### config.mk
export PLATFORM = sky130hd
export DESIGN_NAME = nabp_processing_swap_control
export DESIGN_NICKNAME = d
export VERILOG_FILES = /design/src/rtl/nabp_processing_swap_control.sv
export SDC_FILE = /design/constraint.sdc
export NUM_CORES = 1
export LEC_CHECK = 0
export CORE_AREA = 2 2 74 83
export DETAILED_ROUTE_END_ITERATION = 16
export DIE_AREA = 0 0 76 85
export PLACE_DENSITY = 0.84
export SYNTH_ARGS = -nofsm -noshare
export SYNTH_HDL_FRONTEND = slang
export SYNTH_SLANG_ARGS = --single-unit
export TNS_END_PERCENT = 100
### constraint.sdc
create_clock -name clk -period 7.6 [get_ports clk]
set_input_delay 1.52 -clock clk [delete_from_list [all_inputs] [get_ports clk]]
set_output_delay 1.52 -clock clk [all_outputs]
set_load 0.01 [all_outputs]
### src/rtl/nabp_processing_swap_control.sv
// Swap controller for NABP processing units A and B: issues iterations in order,
// advances the accumulator seeds and serialises the fill-to-shift swaps.
module nabp_processing_swap_control #(
    parameter int NUM_ITR   = 180,
    parameter int ITR_W     = 8,
    parameter int SH_W      = 10,
    parameter int MPI_W     = 12,
    parameter int MPB_W     = 12,
    parameter int SH_STEP   = 1,
    parameter int MPI_INIT0 = 0,
    parameter int MPI_STEP  = 3,
    parameter int MPB_INIT0 = 0,
    parameter int MPB_STEP  = 5
) (
    input  logic             clk,
    input  logic             reset_n,
    input  logic             start,
    output logic             busy,
    output logic             done,
    input  logic             a_next_itr,
    input  logic             a_swap,
    output logic             a_next_itr_ack,
    output logic             a_swap_ack,
    input  logic             b_next_itr,
    input  logic             b_swap,
    output logic             b_next_itr_ack,
    output logic             b_swap_ack,
    output logic [SH_W-1:0]  sw_sh_accu_base,
    output logic [MPI_W-1:0] sw_mp_accu_init,
    output logic [MPB_W-1:0] sw_mp_accu_base,
    output logic [ITR_W-1:0] itr
);

    // state | meaning
    // IDLE  | waiting for start, no grants
    // RUN   | issuing iterations and granting swaps
    // DRAIN | all iterations issued, granting remaining swaps
    typedef enum logic [1:0] {IDLE, RUN, DRAIN} state_t;

    localparam logic [ITR_W:0]   NUM_ITR_X = (ITR_W+1)'(NUM_ITR);
    localparam logic [ITR_W-1:0] ITR_LAST  = ITR_W'(NUM_ITR);

    state_t state;
    logic   a_nia_q, b_nia_q, a_sa_q, b_sa_q;
    logic   rr;
    logic   sh_a, sh_b;
    logic   q0, q1;
    logic [1:0] q_cnt;

    logic   pending, can_issue, req_a, req_b;
    logic   grant_na, grant_nb, grant_sa, grant_sb, issue, pop;
    logic [ITR_W:0] itr_issued;

    // Registered acks are masked so they can never be seen high during reset.
    assign a_next_itr_ack = a_nia_q & reset_n;
    assign b_next_itr_ack = b_nia_q & reset_n;
    assign a_swap_ack     = a_sa_q & reset_n;
    assign b_swap_ack     = b_sa_q & reset_n;

    always_comb begin
        pending    = a_nia_q | b_nia_q;
        // An ack in flight has not yet advanced itr, so count it here.
        itr_issued = {1'b0, itr} + (ITR_W+1)'(pending);
        grant_sa   = (state != IDLE) && a_swap && !a_sa_q && (q_cnt != 2'd0) && !q0 && !sh_b;
        grant_sb   = (state != IDLE) && b_swap && !b_sa_q && (q_cnt != 2'd0) &&  q0 && !sh_a;
        req_a      = a_next_itr && !a_nia_q && !grant_sa;
        req_b      = b_next_itr && !b_nia_q && !grant_sb;
        can_issue  = (state == RUN) && (itr_issued < NUM_ITR_X) && (q_cnt != 2'd2);
        grant_na   = can_issue && req_a && (!req_b || !rr);
        grant_nb   = can_issue && req_b && (!req_a ||  rr);
        issue      = grant_na | grant_nb;
        pop        = grant_sa | grant_sb;
    end

    always_ff @(posedge clk) begin
        if (!reset_n) begin
            state           <= IDLE;
            busy            <= 1'b0;
            done            <= 1'b0;
            a_nia_q         <= 1'b0;
            b_nia_q         <= 1'b0;
            a_sa_q          <= 1'b0;
            b_sa_q          <= 1'b0;
            rr              <= 1'b0;
            sh_a            <= 1'b0;
            sh_b            <= 1'b0;
            q0              <= 1'b0;
            q1              <= 1'b0;
            q_cnt           <= 2'd0;
            itr             <= '0;
            sw_sh_accu_base <= '0;
            sw_mp_accu_init <= MPI_W'(MPI_INIT0);
            sw_mp_accu_base <= MPB_W'(MPB_INIT0);
        end else begin
            done    <= 1'b0;
            a_nia_q <= grant_na;
            b_nia_q <= grant_nb;
            a_sa_q  <= grant_sa;
            b_sa_q  <= grant_sb;
            if (issue) rr <= ~rr;

            if (grant_sa)        sh_a <= 1'b1;
            else if (a_next_itr) sh_a <= 1'b0;
            if (grant_sb)        sh_b <= 1'b1;
            else if (b_next_itr) sh_b <= 1'b0;

            // Issue is blocked when full, so push+pop only happens with one entry.
            if (pop && issue) begin
                q0 <= grant_nb;
            end else if (pop) begin
                q0    <= q1;
                q_cnt <= q_cnt - 2'd1;
            end else if (issue) begin
                if (q_cnt == 2'd0) q0 <= grant_nb;
                else               q1 <= grant_nb;
                q_cnt <= q_cnt + 2'd1;
            end

            if (pending) begin
                itr             <= itr + ITR_W'(1);
                sw_sh_accu_base <= sw_sh_accu_base + SH_W'(SH_STEP);
                sw_mp_accu_init <= sw_mp_accu_init + MPI_W'(MPI_STEP);
                sw_mp_accu_base <= sw_mp_accu_base + MPB_W'(MPB_STEP);
            end

            case (state)
                IDLE: begin
                    if (start) begin
                        state           <= RUN;
                        busy            <= 1'b1;
                        rr              <= 1'b0;
                        itr             <= '0;
                        sw_sh_accu_base <= '0;
                        sw_mp_accu_init <= MPI_W'(MPI_INIT0);
                        sw_mp_accu_base <= MPB_W'(MPB_INIT0);
                    end
                end
                RUN: begin
                    if (itr == ITR_LAST) state <= DRAIN;
                end
                DRAIN: begin
                    if (!sh_a && !sh_b && (q_cnt == 2'd0)) begin
                        state <= IDLE;
                        busy  <= 1'b0;
                        done  <= 1'b1;
                    end
                end
                default: state <= IDLE;
            endcase
        end
    end

endmodule

# == Word level (Yosys, flattened, before mapping) ==
# Index checks and enable logic that the tools add are counted.
# classes
add_sub_neg,7
magnitude_cmp,1
n_eq_ne,7
mux,33
bitwise_logic,11
n_reduce_logical,53
# ops
cell,count
$mux 12,6
$mux 10,3
$mux 8,3
$logic_and 1x1->1,23
$mux 1,14
$add 12x2->12 const B,1
$add 12x3->12 const B,1
$logic_not 1->1,12
$reduce_bool 2->1,6
$add 10x1->10 const B,1
$mux 2,5
$add 8x1->9,1
$lt 9x8->1 const B,1
$add 8x1->8 const B,1
$eq 8x8->1 const B,1
$ne 2x2->1 const B,3
$pmux 2 s3,1
$reduce_and 2->1,3
$reduce_and 3->1,2
$reduce_bool 3->1,2
$and 1x1->1,4
$logic_not 2->1,2
$not 1->1,4
$reduce_and 4->1,1
other kinds (8),11
# word_totals
regBits,57
input_bits,7
elab_cells,129

# == Logic depth before layout (Yosys ltp) ==
# Gate-level depths: netlist of the first run.
# logic_depth
ltp_word,15
depth_mapped,13
ltp_nobuf,11

# == Worst setup path after synthesis of the first run ==
# No wires, ideal clock.
# synth_timing
path_type,in2out
startpoint,input reset_n
endpoint,output a_next_itr_ack
arrival_ps,2043
t_required_ps,6080
path_slack_ps,4037
cell_stages,3
n_path_buf,2
path_cell_list,clkbuf_8 -> clkbuf_1 -> and2_1
# synth_via
elab_chain_cells,1
# synth_rtl
element,line_no,text
from (decl),16,"input logic reset_n,"
$and 1x1->1,55,assign a_next_itr_ack = a_nia_q & reset_n;
to (decl),22,"output logic a_next_itr_ack,"
# No other way between the ends.

# == Worst setup path after layout of the first run ==
# Same ends and word-level chain as after synthesis.

==> flow_summary.ini, run 1 <==
[run_status]
status = finished, final reports clean

[timing]
fin_crit_sh_pct = 62.0
rsz0062_at_grt = no
setup_viol = 0
tightest_slew_ns = 0.704
relSlewSlack_pct = 52.9
slew_viol_final = 0
period_minus_slack_ns = 4.72
hold_viol = 0
skew_ns = 0.00598
tns_ns = 0
fmaxAchievable_mhz = 212

[placement]
dp_hpwl_um = 4090
port_buffers = 54
dpl-instance-area_um2 = 3310
gp_congestion = 0.813

[layout]
antenna_cells = 0
fin_area_um2 = 3520
multiInputGateArea_um2 = 1480
final_layout_size_suffix_gt1_share_pct = 9.14
seqCellArea_um2 = 1140
fin_nets = 372
fillers = 508
synthToLayoutAreaGrowth_pct = 29.8

[cts]
cts_max_path_buffers = 2
cts.clk_slew.worst_paths_ns = 0.06
cts-htree-levels = 3
cts-resized-gates = 0
clkLatencyLatePin_ns = 0.34
cts_sinks = 57
cts_tree = yes
cts_made_buffers = 9
cts_hold_buf = 0
postCtsSetupRepairBufs = 0
root_buffer = clkbuf_8

[grt]
antenna_found_initial = 0
grt_util_all_layers_pct = 17.8
grt_pass1_vias = 2080
overflow = 0
grt_max_degree = 40
grt_pass1_wl_um = 9340

[route]
wl_per_cell_um = 13.1
remaining_drc_errors = 0
ant_nets = 0
drtIter0Drc = 108
first_pass_iters = 6
vias = 2268
wl_um = 5740
via_per_inst = 5.18

[synth]
ys.flop_type = dfxtp_1
ys_types = 54
synth_edf_count = 0
synth.avg_cell_area_um2 = 9.05
syn_area_um2 = 2720
ys_warn_count = 0
synthArstFlopShare_pct = 0
synth_nets = 316
syn_inst = 300
ys_seq_area_share_pct = 42.0
synth_seq_cells = 57

[worst_setup_path]
rrSetupSlack_ns = 3.97
r2r_start = b_nia_q
r2r_end = q_cnt[1]
crit_required_ns = 6.08
arrival_ns = 3.20
critical_path_class = in -> out
start_kind = primary input
crit_path_end_kind = output pin
path_max_fanout = 23
worstRegToRegCells = 10

[power]
cellPowerDensity_nw_per_um2 = 200
pwr-share-seq_pct = 45.3
p_comb_share_pct = 11.0
p_leak_uw = 0.00123
power_frac_clock_pct = 43.7
netSwitchingPower_uw = 180
switching_share_pct = 25.5
ir_drop_mv = 0.154
internal-power_uw = 525

[die]
core_area_um2 = 5620
initial_core_util_pct = 48.3
rows = 29
die_w_um = 76
die_area_um2 = 6460
die_h_um = 85
ios = 55

[flow_run]
drv_cap = 0

[hold_path]
worstHoldPathType = reg -> reg
min_from = q1
min_path_cells = 2
hold-path-endpoint = q1
==> area by class of cell <==
| class | count | area share [%] |
|---|---|---|
| clock inverters | 5 | 2.27 |
| repair buffers | 55 | 15.5 |
| inverters | 12 | 1.28 |
| flip-flops and latches | 57 | 32.4 |
| clock buffers | 11 | 3.73 |
| well taps | 77 | 2.73 |
| multi-input cells | 221 | 42.1 |
==> power by group through the flow <==
stage / clock network (µW) / registers [µW] / logic (µW)
after floorplan: 0 / 323 / 57.4
after global placement: 0 / 325 / 74.8
after detailed placement: 0 / 326 / 77.1
after CTS: 314 / 319 / 77.6
after global routing: 328 / 321 / 84.7
final: 308 / 319 / 77.4
==> per-layer routing <==
metal | share of wire (%) | wire length (µm) | global-route usage [%]
met5 | 0 | 0 | 0
met4 | 1.6 | 89 | 7.93
met3 | 4.9 | 280 | 4.89
met2 | 49 | 2830 | 30.5
met1 | 44 | 2530 | 21.1
==> cell usage after synthesis (3+ instances only) <==
master	count	share of area, %
nand3_1	11	2.0
and2_1	9	2.1
ha_1	9	4.1
a21oi_1	14	2.6
xor2_1	14	4.5
and3_1	3	0.69
nand2_1	24	3.3
mux2i_1	4	1.5
inv_1	10	1.4
dfxtp_1	57	42
nor3b_1	4	1.1
nand4_1	9	2.1
or3_1	8	1.8
nor2_1	34	4.7
o21ai_0	9	1.7
nor3_1	7	1.3
o21ai_1	3	0.55
nand2b_1	4	0.92
clkbuf_1	7	0.97
xnor2_1	14	4.5
o211ai_1	4	1.1
==> worst max-delay path, cell delays in order <==
cell and delay [ns]:
clkdlybuf4s50_1 0.92, and2_1 0.22, clkdlybuf4s50_1 0.53
==> sequential cells by signal (all words and copies together), names as in the netlist, 2 cells and up <==
name / count
sw_mp_accu_base: 12
sw_mp_accu_init: 12
sw_sh_accu_base: 10
itr: 8
q_cnt: 2
state: 2
==> logic make-up after synthesis <==
group                    after synthesis  share of synthesized area, %
AND/OR/NAND/NOR                      129                          25.4
multiplexers                           4                          1.47
flip-flops                            57                          42.0
buffers and inverters                 22                          3.50
adder cells (fa/ha/maj)                9                          4.15
XOR/XNOR                              28                          9.03
AO/OA/AOI/OAI                         51                          14.4
==> worst max path at each step <==
stage                 start             end  slack (ns)  depth (start not counted)
global placement    reset_n      b_swap_ack        2.89                          3
global route        reset_n  a_next_itr_ack        2.79                          3
finish              reset_n  a_next_itr_ack        2.88                          3
detailed placement  reset_n      b_swap_ack        2.89                          3
CTS                 reset_n  a_next_itr_ack        2.88                          3
floorplan           reset_n  a_next_itr_ack        4.04                          3
==> cells in the final DEF (no fill, tap or decap), drive strengths merged, types with 3 or more instances in the layout <==
master / n
a21oi: 16
and2: 10
and2b: 3
and3: 4
clkbuf: 11
clkdlybuf4s50: 54
dfxtp: 57
ha: 9
inv: 12
mux2i: 4
nand2: 24
nand2b: 4
nand3: 11
nand4: 9
nor2: 34
nor3: 7
nor3b: 4
o211ai: 4
o21ai: 13
o22ai: 3
or3: 8
xnor2: 14
xor2: 14
==> stage by stage <==
stage          hold slack, ns  worst slack [ns]  power (µW)  util [%]  std cells
2_1_floorplan           0.444              4.04         380         -        300
5_1_grt                 0.494              2.79         734      62.7        438
3_5_place_dp            0.465              2.89         403      58.9        422
4_1_cts                 0.477              2.88         711      62.7        438
3_3_place_gp            0.464              2.89         400      58.9        422
6_report                0.471              2.88         705      62.7        438
Note: power is estimated with default switching activity, not from simulation.
==> run 2, diff against run 1 <==
--- a/config.mk
+++ b/config.mk
@@ -5,10 +5,10 @@
 export SDC_FILE = /design/constraint.sdc
 export NUM_CORES = 1
 export LEC_CHECK = 0
-export CORE_AREA = 2 2 74 83
+export CORE_AREA = 2 2 77 86
 export DETAILED_ROUTE_END_ITERATION = 16
-export DIE_AREA = 0 0 76 85
-export PLACE_DENSITY = 0.84
+export DIE_AREA = 0 0 79 88
+export PLACE_DENSITY = 0.82
 export SYNTH_ARGS = -nofsm -noshare
 export SYNTH_HDL_FRONTEND = slang
 export SYNTH_SLANG_ARGS = --single-unit
==> constraint.sdc (replaced) <==
create_clock -name clk -period 4.1 [get_ports clk]
set_input_delay 0.82 -clock clk [delete_from_list [all_inputs] [get_ports clk]]
set_output_delay 0.82 -clock clk [all_outputs]
set_load 0.01 [all_outputs]
==> flow_summary.ini, run 2 (synthesized netlist as in run 1, its figures left out) <==
[run_status]
status = finished, final reports clean

[route]
top_layer = met4
ant_nets = 0
wl_um = 5830
vias = 2307
remaining_drc_errors = 0
wl_met3_um = 338
drtIter0Drc = 92
first_pass_iters = 4
wl_per_cell_um = 13.2
via_per_inst = 5.21
wl_met1_um = 2540
wl_met2_um = 2880

[layout]
final_common_cell = dfxtp_1
synthToLayoutAreaGrowth_pct = 31.2
finalNonFillerCells = 443
largest_registers = sw_mp_accu_base (12), sw_mp_accu_init (12), sw_sh_accu_base (10)
final_cell_mix = 57 x dfxtp_1, 54 x clkdlybuf4s50_1, 34 x nor2_1, 24 x nand2_1
final_layout_size_suffix_gt1_share_pct = 10.2
fillers = 535
fin_nets = 374
antenna_cells = 0

[worst_setup_path]
start_kind = register
slowest_stage = or4bb_1
crit_top_cell = ha_1
r2r_start = b_nia_q
path_max_fanout = 13
cp_top_family = compound AO/OA/AOI/OAI gates
crit_buf_inv = 1
arrival_ns = 3.40
rrSetupSlack_ns = 0.97
cp_cell_sequence = nor2_1 -> inv_2 -> ha_1 -> a211o_1 -> a2111oi_4 -> a21boi_2 -> ha_1 -> or4bb_1 -> a21o_1 -> nand3_1
r2r_end = q_cnt[1]
crit_required_ns = 4.37
cp_slowest_stage_delay_ns = 0.52
crit_path_end_kind = register
critical_path_class = reg -> reg
worstRegToRegCells = 10

[timing]
fmaxAchievable_mhz = 319
tightest_slew_ns = 0.546
skew_ns = 0.00877
rsz0062_at_grt = no
period_minus_slack_ns = 3.13
fin_crit_sh_pct = 76.4
hold_viol = 0
setup_viol = 0
relSlewSlack_pct = 63.1
slew_viol_final = 0
tns_ns = 0

[die]
core_area_um2 = 6080
die_area_um2 = 6950
ios = 55
rows = 30
die_w_um = 79
initial_core_util_pct = 44.7
die_h_um = 88

[hold_path]
min_from = sw_mp_accu_base[11]
min_path_cells = 2
hold-path-endpoint = sw_mp_accu_base[11]
worstHoldPathType = reg -> reg

[power]
p_leak_uw = 0.00126
ir_drop_mv = 0.227
cellPowerDensity_nw_per_um2 = 375

[cts]
cts-resized-gates = 0
cts_hold_buf = 0
cts_max_path_buffers = 2
cts_sinks = 57
cts_made_buffers = 9
cts_tree = yes
cts.clk_slew.worst_paths_ns = 0.07
clkLatencyLatePin_ns = 0.33
root_buffer = clkbuf_8
postCtsSetupRepairBufs = 0
cts-htree-levels = 3

[grt]
antenna_found_initial = 0
overflow = 0
grt_pass1_vias = 2164
grt_max_degree = 41
grt_pass1_wl_um = 9850
grt_util_all_layers_pct = 17.9

[placement]
port_buffers = 54
place_inst = 427
dp_hpwl_um = 4230
gp_congestion = 0.767

[flow_run]
drv_cap = 0
[run 2: worst max path at each step]
stage	start	cells past startpoint	slack, ns	to
after global routing	b_nia_q	10	0.73	q_cnt[1]
after floorplan	b_nia_q	12	1.07	q_cnt[1]
after CTS	b_nia_q	10	0.96	q_cnt[1]
final	b_nia_q	10	0.97	q_cnt[1]
after detailed placement	a_swap	8	0.82	q_cnt[1]
after global placement	a_swap	8	0.88	q_cnt[1]
[run 2: layer usage]
layer  up-vias  GRT usage (%)
li1       1166              -
met1      1078           21.5
met2        56           30.1
met3         7           5.26
met4         0           7.21
met5         -              0
[run 2: cell type report]
cell class | instances | area (µm²) | share of cell area [%]
clock buffers | 11 | 151 | 4.25
well taps | 80 | 100 | 2.81
inverters | 12 | 45.0 | 1.26
flip-flops and latches | 57 | 1140 | 32.0
repair buffers | 57 | 563 | 15.8
multi-input cells | 221 | 1480 | 41.6
clock inverters | 5 | 77.6 | 2.18
[run 2: power by group]
| part | switching (µW) | internal (µW) | total (µW) |
|---|---|---|---|
| Combinational | 82.2 | 65.7 | 148 |
| Clock | 223 | 373 | 596 |
| Sequential | 23.4 | 569 | 592 |
[run 2: per-stage QoR]
stage          hold WS (ns)  utilization, %  area, µm²  total power (µW)  worst slack, ns
2_1_floorplan         0.444               -       2720               705             1.07
3_5_place_dp          0.474            54.8       3330               752            0.823
5_1_grt               0.520            58.6       3560              1390            0.725
6_report              0.484            58.6       3560              1340            0.969
4_1_cts               0.483            58.6       3560              1350            0.960
3_3_place_gp          0.461            54.8       3330               745            0.875
[run 2: tightest hold or removal path: cells and delay by family (launching register included)]
family / cells / cell delay [ns]
compound gates: 2 / 0.13
flops: 1 / 0.31
==> run 3, diff against run 2 <==
--- a/config.mk
+++ b/config.mk
@@ -5,10 +5,10 @@
 export SDC_FILE = /design/constraint.sdc
 export NUM_CORES = 1
 export LEC_CHECK = 0
-export CORE_AREA = 2 2 77 86
+export CORE_AREA = 2 2 74 83
 export DETAILED_ROUTE_END_ITERATION = 16
-export DIE_AREA = 0 0 79 88
-export PLACE_DENSITY = 0.82
+export DIE_AREA = 0 0 76 85
+export PLACE_DENSITY = 0.84
 export SYNTH_ARGS = -nofsm -noshare
 export SYNTH_HDL_FRONTEND = slang
 export SYNTH_SLANG_ARGS = --single-unit
==> constraint.sdc (replaced) <==
create_clock -name clk -period 3 [get_ports clk]
set_input_delay 0.6 -clock clk [delete_from_list [all_inputs] [get_ports clk]]
set_output_delay 0.6 -clock clk [all_outputs]
set_load 0.01 [all_outputs]
==> flow_summary.ini, run 3 (synthesized netlist as in run 1, its figures left out) <==
[run_status]
status = finished, final reports clean

[grt]
grt_pass1_vias = 2241
grt_pass1_wl_um = 9720
overflow = 0
antenna_found_initial = 0
grt_util_all_layers_pct = 18.6
grt_max_degree = 40

[timing]
setup_viol = 0
tns_ns = 0
tightest_slew_ns = 0.501
fmaxAchievable_mhz = 357
slew_viol_final = 0
rsz0062_at_grt = no
period_minus_slack_ns = 2.80
fin_crit_sh_pct = 93.5
hold_viol = 0
skew_ns = 0.00650
relSlewSlack_pct = 66.6
holdWs_ns = 0.473

[hold_path]
min_path_cells = 2
min_from = q1
worstHoldPathType = reg -> reg
hold-path-endpoint = q1

[worst_setup_path]
start_kind = register
cp_cell_sequence = nor2_1 -> inv_2 -> ha_1 -> a211o_1 -> a2111oi_4 -> a21boi_4 -> ha_1 -> or4bb_1 -> a21o_1 -> nand3_1
critical_path_class = reg -> reg
crit_path_end_kind = register
arrival_ns = 3.08
rrSetupSlack_ns = 0.20
crit_top_cell = ha_1
slowest_stage = or4bb_1
r2r_start = b_nia_q
r2r_end = q_cnt[1]
cp_slowest_stage_delay_ns = 0.51
crit_required_ns = 3.27
path_max_fanout = 4
worstRegToRegCells = 10

[placement]
dp_hpwl_um = 4250
gp_congestion = 0.854
port_buffers = 54
dpl-instance-area_um2 = 3390

[layout]
fin_nets = 381
fillers = 474
fin_area_um2 = 3560
antenna_cells = 0
final_common_cell = dfxtp_1
synthToLayoutAreaGrowth_pct = 31.2
largest_registers = sw_mp_accu_base (12), sw_mp_accu_init (12), sw_sh_accu_base (10)
final_layout_size_suffix_gt1_share_pct = 11.1
final_cell_mix = 57 x dfxtp_1, 54 x clkdlybuf4s50_1, 34 x nor2_1, 24 x nand2_1

[cts]
cts-resized-gates = 0
postCtsSetupRepairBufs = 0
cts_hold_buf = 0
cts-htree-levels = 3
clkLatencyLatePin_ns = 0.33
root_buffer = clkbuf_8
cts_made_buffers = 9
cts.clk_slew.worst_paths_ns = 0.06
cts_tree = yes
cts_max_path_buffers = 2
cts_sinks = 57

[power]
p_leak_uw = 0.00127
cellPowerDensity_nw_per_um2 = 464
ir_drop_mv = 0.258

[die]
initial_core_util_pct = 48.3
core_area_um2 = 5620
rows = 29
ios = 55
die_w_um = 76
die_area_um2 = 6460
die_h_um = 85

[route]
vias = 2369
remaining_drc_errors = 0
ant_nets = 0
via_per_inst = 5.30
drtIter0Drc = 137
first_pass_iters = 4
wl_um = 5870
wl_per_cell_um = 13.1

[flow_run]
drv_cap = 0
[run 3: changes by cell type in the layout (fill, tap and decap cells not counted), sizes merged]
cell	previous run	this run
clkbuf	11	14
buf	3	10
clkinv	2	1
bufinv	2	0
[run 3: critical path: cells and delay by family, from the launching register on]
kind / cells / cell delay (ns)
and+or+nand+nor: 3 / 0.73
adders and majority gates: 2 / 0.47
AOI/OAI and AO/OA: 4 / 1.17
DFF: 1 / 0.31
buffers and inverters: 1 / 0.05
[run 3: cell type report]
type                    instances  area (µm²)  share of cell area (%)
clock inverters                 2        12.5                   0.351
inverters                      12        45.0                    1.26
well taps                      77        96.3                    2.70
flip-flops and latches         57        1140                    32.0
repair buffers                 64         616                    17.3
multi-input cells             221        1490                    41.8
clock buffers                  14         163                    4.56
[run 3: worst max path at each step]
stage / startpoint / end / slack, ns / cells past startpoint
after global placement: a_swap / q_cnt[1] / 0.06 / 8
after detailed placement: a_swap / q_cnt[1] / 0.03 / 8
after floorplan: b_nia_q / q_cnt[1] / 0.03 / 12
after CTS: b_nia_q / q_cnt[1] / 0.19 / 10
after global routing: b_nia_q / q_cnt[1] / 0.06 / 10
final: b_nia_q / q_cnt[1] / 0.20 / 10
[run 3: where the power goes]
| part | internal, µW | switching (µW) |
|---|---|---|
| clock | 344 | 289 |
| combinational | 97.7 | 118 |
| sequential | 778 | 26.1 |
| total | 1220 | 433 |
[run 3: layer usage]
layer	global-route usage (%)	vias to the layer above	part of all wire, %
met2	33.4	70	51
met1	21.1	1110	42
met3	3.09	12	5.3
met4	10.6	0	2.1
li1	-	1177	-
met5	0	-	0
[run 3: metrics by stage]
step / worst slack [ns] / std cells / power (µW) / utilization, %
floorplan: 0.0341 / 300 / 966 / -
global route: 0.0557 / 447 / 1730 / 63.4
detailed placement: 0.0287 / 431 / 1030 / 60.2
finish: 0.196 / 447 / 1650 / 63.4
CTS: 0.187 / 447 / 1670 / 63.4
global placement: 0.0649 / 431 / 1030 / 60.2
